**config.mk**
```make
export PLATFORM = sky130hd
export DESIGN_NAME = pattern110_tx
export DESIGN_NICKNAME = d
export VERILOG_FILES = /design/src/rtl/pattern110_tx.sv
export SDC_FILE = /design/constraint.sdc
export NUM_CORES = 1
export LEC_CHECK = 0
export ABC_AREA = 0
export ABC_CLOCK_PERIOD_IN_PS = 3100
export CAP_MARGIN = 20
export CORE_MARGIN = 2
export CORE_UTILIZATION = 50
export DETAILED_ROUTE_END_ITERATION = 8
export PLACE_DENSITY = 0.78
export SLEW_MARGIN = 20
export SYNTH_ARGS = -nofsm -noshare
export SYNTH_HDL_FRONTEND = slang
export SYNTH_SLANG_ARGS = --single-unit
```
**constraint.sdc**
```tcl
create_clock -name clk -period 3.1 [get_ports clk]
set_input_delay 0.31 -clock clk [delete_from_list [all_inputs] [get_ports clk]]
set_output_delay 0.31 -clock clk [all_outputs]
set_load 0.005 [all_outputs]
```
**src/rtl/pattern110_tx.sv**
```systemverilog
// pattern110_tx: serial stimulus source for a "110" sequence detector.
// Takes a parallel pattern, a length and a repeat count over a valid/ready
// handshake, shifts the bits out MSB-first on `a`, and keeps a saturating
// golden count of the "110" occurrences it has emitted.
module pattern110_tx #(
    parameter int MAX_LEN = 16,
    parameter int LEN_W   = 5,
    parameter int REP_W   = 4,
    parameter int CNT_W   = 8
) (
    input  logic               clk,
    input  logic               reset,
    input  logic [MAX_LEN-1:0] pat_data,
    input  logic [LEN_W-1:0]   pat_len,
    input  logic [REP_W-1:0]   pat_rep,
    input  logic               start_valid,
    output logic               start_ready,
    output logic               a,
    output logic               a_valid,
    output logic               busy,
    output logic               done,
    output logic [CNT_W-1:0]   exp_count
);

    typedef enum logic [1:0] {
        ST_IDLE,
        ST_SEND,
        ST_DONE
    } state_t;

    localparam logic [LEN_W-1:0] MAX_LEN_L = LEN_W'(MAX_LEN);

    state_t             state;
    logic [MAX_LEN-1:0] pat_al;   // latched pattern, first bit at the MSB
    logic [MAX_LEN-1:0] shreg;    // bits still to send in this repetition
    logic [LEN_W-1:0]   len_q;
    logic [LEN_W-1:0]   bit_cnt;  // bits remaining after the one on `a`
    logic [REP_W-1:0]   rep_cnt;
    logic [1:0]         hist;     // last two emitted bits, newest in [0]

    logic [LEN_W-1:0]   len_c;
    logic [MAX_LEN-1:0] aligned;
    logic               accept;

    // Saturating increment of the match counter.
    function automatic logic [CNT_W-1:0] sat_inc(input logic [CNT_W-1:0] v);
        return (v == {CNT_W{1'b1}}) ? v : v + 1'b1;
    endfunction

    // Left-align the pattern so the first bit to send always sits at the MSB;
    // pattern bits above the clamped length fall off the top.
    assign len_c   = (pat_len > MAX_LEN_L) ? MAX_LEN_L : pat_len;
    assign aligned = pat_data << (MAX_LEN_L - len_c);
    assign accept  = (state == ST_IDLE) && start_ready && start_valid;

    // Control FSM with registered outputs, shifter and golden match counter.
    always_ff @(posedge clk) begin
        if (reset) begin
            state       <= ST_IDLE;
            start_ready <= 1'b0;
            a           <= 1'b0;
            a_valid     <= 1'b0;
            busy        <= 1'b0;
            done        <= 1'b0;
            exp_count   <= '0;
            hist        <= '0;
            bit_cnt     <= '0;
            rep_cnt     <= '0;
        end else begin
            case (state)
                ST_IDLE: begin
                    done        <= 1'b0;
                    a           <= 1'b0;
                    a_valid     <= 1'b0;
                    busy        <= 1'b0;
                    start_ready <= 1'b1;
                    if (accept) begin
                        pat_al      <= aligned;
                        len_q       <= len_c;
                        rep_cnt     <= pat_rep;
                        exp_count   <= '0;
                        hist        <= '0;
                        start_ready <= 1'b0;
                        if (len_c == '0) begin
                            state <= ST_DONE;
                            done  <= 1'b1;
                        end else begin
                            state   <= ST_SEND;
                            busy    <= 1'b1;
                            a_valid <= 1'b1;
                            a       <= aligned[MAX_LEN-1];
                            shreg   <= aligned << 1;
                            bit_cnt <= len_c - 1'b1;
                        end
                    end
                end
                ST_SEND: begin
                    // The bit on `a` completes a "110" when it is 0 after two 1s;
                    // history deliberately runs across repetition boundaries.
                    hist <= {hist[0], a};
                    if (!a && hist == 2'b11) begin
                        exp_count <= sat_inc(exp_count);
                    end
                    if (bit_cnt == '0) begin
                        if (rep_cnt != '0) begin
                            rep_cnt <= rep_cnt - 1'b1;
                            bit_cnt <= len_q - 1'b1;
                            a       <= pat_al[MAX_LEN-1];
                            shreg   <= pat_al << 1;
                        end else begin
                            state   <= ST_DONE;
                            a       <= 1'b0;
                            a_valid <= 1'b0;
                            busy    <= 1'b0;
                            done    <= 1'b1;
                        end
                    end else begin
                        bit_cnt <= bit_cnt - 1'b1;
                        a       <= shreg[MAX_LEN-1];
                        shreg   <= shreg << 1;
                    end
                end
                ST_DONE: begin
                    done        <= 1'b0;
                    start_ready <= 1'b1;
                    state       <= ST_IDLE;
                end
                default: begin
                    state <= ST_IDLE;
                end
            endcase
        end
    end

endmodule

```
# ---- Word-level counts from Yosys, hierarchy flattened
# Cells that the tools add are included.
dict set report classes {
  add_sub_neg 6
  magnitude_cmp 1
  n_eq_ne 12
  shift 1
  mux 43
  n_bitwise 1
  reduce_logical 20
}
# cell count
set ops {}
lappend ops {{$mux 16} 4}
lappend ops {{$pmux 16 s2} 1}
lappend ops {{$mux 5} 5}
lappend ops {{$mux 8} 3}
lappend ops {{$pmux 8 s2} 1}
lappend ops {{$shl 16x5->16} 1}
lappend ops {{$sub 5x1->5 const B} 3}
lappend ops {{$ne 2x2->1 const B} 7}
lappend ops {{$mux 1} 13}
lappend ops {{$mux 4} 3}
lappend ops {{$reduce_and 3->1} 4}
lappend ops {{$reduce_and 4->1} 3}
lappend ops {{$logic_not 5->1} 2}
lappend ops {{$mux 2} 5}
lappend ops {{$pmux 5 s2} 1}
lappend ops {{$add 8x1->8 const B} 1}
lappend ops {{$eq 8x8->1 const B} 1}
lappend ops {{$pmux 2 s2} 2}
lappend ops {{$pmux 4 s2} 1}
lappend ops {{$pmux 1 s2} 3}
lappend ops {{$gt 5x5->1 const B} 1}
lappend ops {{$reduce_and 5->1} 1}
lappend ops {{$sub 5x5->5 const A} 1}
lappend ops {{$eq 2x2->1 const B} 2}
lappend ops {{other kinds (12)} 15}
dict set report word_totals {
  register_bits 62
  input_bits 28
  output_inout_bits 13
}

# ---- Logic depth before layout (Yosys ltp)
dict set report logic_depth {
  ltp_word 7
  depth_mapped 11
  ltp_nobuf 10
}

# ---- Worst setup path after synthesis
# OpenSTA, ideal clock, no wires.
dict set report synth_path {
  kind {in2reg}
  start {input pat_len[0]}
  end {register shreg[10], enable pin}
  setup_time_ps 372
  arrival_time_ps 2446
  required_time_ps 2728
  path_slack_ps 282
  cell_stages 10
  path_buffers 2
  path_cell_list {nor2b_1 buf_4 inv_2 ha_1 o21a_1 ha_1 and2_1 a311oi_1 clkbuf_1 and2_1}
}
dict set report synth_between {
  elab_chain_cells 5
}
# element line_no
set synth_lines {}
lappend synth_lines {{start, declared} 14} ;# input logic [LEN_W-1:0] pat_len,
lappend synth_lines {{$gt 5x5->1} 52} ;# assign len_c = (pat_len > MAX_LEN_L) ? MAX_LEN_L : pat_len;
lappend synth_lines {{$mux 5 (*)} 52}
lappend synth_lines {{$logic_not 5->1 (*)} 84} ;# if (len_c == '0) begin
lappend synth_lines {{$ne 2x2->1 (no source line) (*)} n/a}
lappend synth_lines {{$reduce_and 5->1 (no source line) (*)} n/a}
lappend synth_lines {{end signal, assigned} 92} ;# shreg <= aligned << 1;
lappend synth_lines {{end signal, assigned} 109} ;# shreg <= pat_al << 1;
lappend synth_lines {{end signal, assigned} 120} ;# shreg <= shreg << 1;
lappend synth_lines {{end, declared} 35} ;# logic [MAX_LEN-1:0] shreg;
# Every way passes the cells marked *; elsewhere a longest branch is shown, timed or not.
# A chain may end at the register's enable or synchronous reset.

# ---- Worst setup path in the final report
dict set report layout_path {
  start {input pat_len[0]}
  end {register shreg[4], enable pin}
}
# The elaborated chain is that of the path after synthesis.

==> flow_metrics.tcl <==
set metrics [dict create \
    io_pins 41 \
    regToRegStartpoint "state[1]" \
    fillers 635 \
    synthArstFlopShare_pct 0 \
    drt_iter0_markers 178 \
    nNetsFinal 494 \
    fin_worst_skew_ns 0.00616 \
    start_util_pct 51.3 \
    yosysTopAreaCell "edfxtp_1" \
    drv_cap 0 \
    synth_edf_count 36 \
    hp-start "hist[1]" \
    min_period_over_period_pct 83.8 \
    ir_worst_vdd_mv 0.342 \
    grt_pass1_vias 3272 \
    io_buffers 40 \
    die_area_um2 8570 \
    wl_per_cell_um 16.5 \
    critPathLaunch "pat_len[0]" \
    synth_area_leaders "edfxtp_1 28%, dfxtp_1 13%, mux4_2 6.3%" \
    via_count 3407 \
    power_density_nw_per_um2 741 \
    syn_avg_cell_area_um2 9.47 \
    coreArea_um2 7650 \
    area_delta_synth_final_pct 20.7 \
    ys_warn_count 0 \
    synthTopCellsByCount "44 x nand2_1, 41 x nor2_1, 36 x edfxtp_1" \
    worst-setup-path-type "in -> reg" \
    core.rowCount 32 \
    synth_most_common_cell "nand2_1" \
    dp.final_hpwl_um 6940 \
    h-tree-depth 3 \
    cpMaxStageDelayCell "clkdlybuf4s50_1" \
    max_slew_margin_pct 54.1 \
    report.final.slew_viol_count 0 \
    clock_path_buffers 2 \
    syn_inst 414 \
    grt-ovfl-total 0 \
    syn_area_um2 3920 \
    grt_max_degree 25 \
    grt_pass1_wl_um 15600 \
    hold_path_class "reg -> reg" \
    root_buffer "clkbuf_8" \
    synth_flop_cell "edfxtp_1" \
    clkTransAtPathRegs_ns 0.07 \
    die_w_um 92.6 \
    cts_buffers 9 \
    whs_ns 0.493 \
    clock_sinks 61 \
    crit_family "buffers and inverters" \
    ctsHoldBuffers 0 \
    cts_tree "yes" \
    drc_errors 0 \
    slowest_delay_ns 0.47 \
    grt_antenna_before_repair 0 \
    tns_ns 0 \
    syn_nets 451 \
    required_ns 3.13 \
    die_h_um 92.6 \
    cp-start-kind "primary input" \
    critPathBufInv 3 \
    vias_per_cell 6.04 \
    cts_setup_buffers 0 \
    drive_gt1_share_pct 13.4 \
    worstPathCellList "clkdlybuf4s50_1 > nor2b_2 > inv_2 > ha_1 > o21a_1 > ha_1 > and2_1 > a311oi_1 > and2_1 > buf_4" \
    arrival_ns 2.63 \
    synth_seq_area_share_pct 40.3 \
    cts_repair_resize_count 0 \
    period_needed_ns 2.60 \
    hold_viol_final 0 \
    outcome "complete, no violations" \
    fmax_mhz 385 \
    yosysTopAreaCellShare_pct 27.6 \
    yosysUniqueCellTypes 58 \
    drt-total-wl_um 9290 \
    ys_ff_latch 61 \
    end_kind "flop" \
    diodes 0 \
    rsz0062_at_grt "no" \
    setup_viol 0 \
    crit_fanout 15 \
    grt.total_usage_pct 22.9 \
    tightest_slew_ns 0.685 \
    leakagePower_nw 1.75 \
    drtAntennaViolNets 0 \
    routabilityCongestion 0.871 \
    first_pass_iters 5 \
    worstSkewPairLatency_ns 0.33 \
]
==> report_power, final <==
group | leakage [nW] | switching (W) | internal [W]
clock network | 0.113 | 0.000310 | 0.000529
registers | 0.540 | 0.000124 | 0.00105
logic | 1.10 | 0.000883 | 0.000609
==> path summary, 6_finish.rpt <==
path                      to  slack, ns  depth (start not counted)
setup / recovery    shreg[4]       0.50                         10
hold / removal       hist[1]       0.49                          2
setup reg to reg  rep_cnt[0]       0.55                          7
hold reg to reg      hist[1]       0.49                          2
==> layer usage <==
metal	vias up	routed length (um)	part of all wire (%)	track usage [%]
met5	-	0	0	0
met1	1634	3970	43	30.3
met4	0	198	2.1	11.1
li1	1630	-	-	-
met2	127	4620	50	37.7
met3	16	510	5.5	2.44
==> worst register-to-register path: cells and delay by family, from the launching register on <==
kind	cells	cell delay (ns)
AO/OA/AOI/OAI	3	0.64
AND/OR/NAND/NOR	1	0.60
adder cells (fa/ha/maj)	1	0.49
buffers and inverters	2	0.41
flip-flops	1	0.33
==> cells in the final DEF (no fill, tap or decap), types with 7 or more instances in the layout <==
cell             netlist  final
mux2i_1               21     21
clkbuf_8               0      9
buf_4                  2     17
o21ai_0               14     14
nor2_1                41     41
nor3_1                 7      7
nand3_1               15     15
edfxtp_1              36     36
mux4_2                11     11
and2_1                 7      7
a211oi_1              10     10
dfxtp_1               25     25
a21oi_1               23     23
clkdlybuf4s50_1        0     40
a31oi_1                7      7
nand2_1               44     44
ha_1                   9      9
inv_1                 18     18
xnor2_1                9      9
==> flip-flops by register name, indices dropped and copies added (netlist names), 2 cells and up <==
name       count
pat_al        16
shreg         15
exp_count      8
bit_cnt        5
len_q          5
rep_cnt        4
hist           2
state          2
==> logic make-up (layout without fill, tap and decap cells) <==
kind of cell	Yosys count	in the layout	synth area share (%)
simple gates	151	151	18.8
compound gates	101	101	18.0
flops	61	61	40.3
buf+inv	45	93	4.62
mux	37	37	13.1
xor+xnor	10	10	2.23
fa+ha+maj	9	9	2.87
==> area by class of cell <==
class                      count  area, um2  share of cell area (%)
clock inverter                 7        114                    2.41
timing repair buffer          58        548                    11.6
inverter                      19       71.3                    1.51
sequential                    61       1580                    33.4
clock buffer                   9        124                    2.62
tap                          102        128                    2.70
multi-input combinational    308       2170                    45.8
==> metrics by stage <==
step	power, W	area [um2]	utilization (%)	instances	worst slack (ns)
final	0.00351	4730	61.9	564	0.501
after global routing	0.00374	4730	61.9	564	0.358
after CTS	0.00350	4730	61.8	564	0.527
after detailed placement	0.00266	4490	58.7	548	0.187
after global placement	0.00262	4490	58.7	548	0.217
after floorplan	0.00221	3920	-	414	0.282
(Power assumes the default switching activity.)
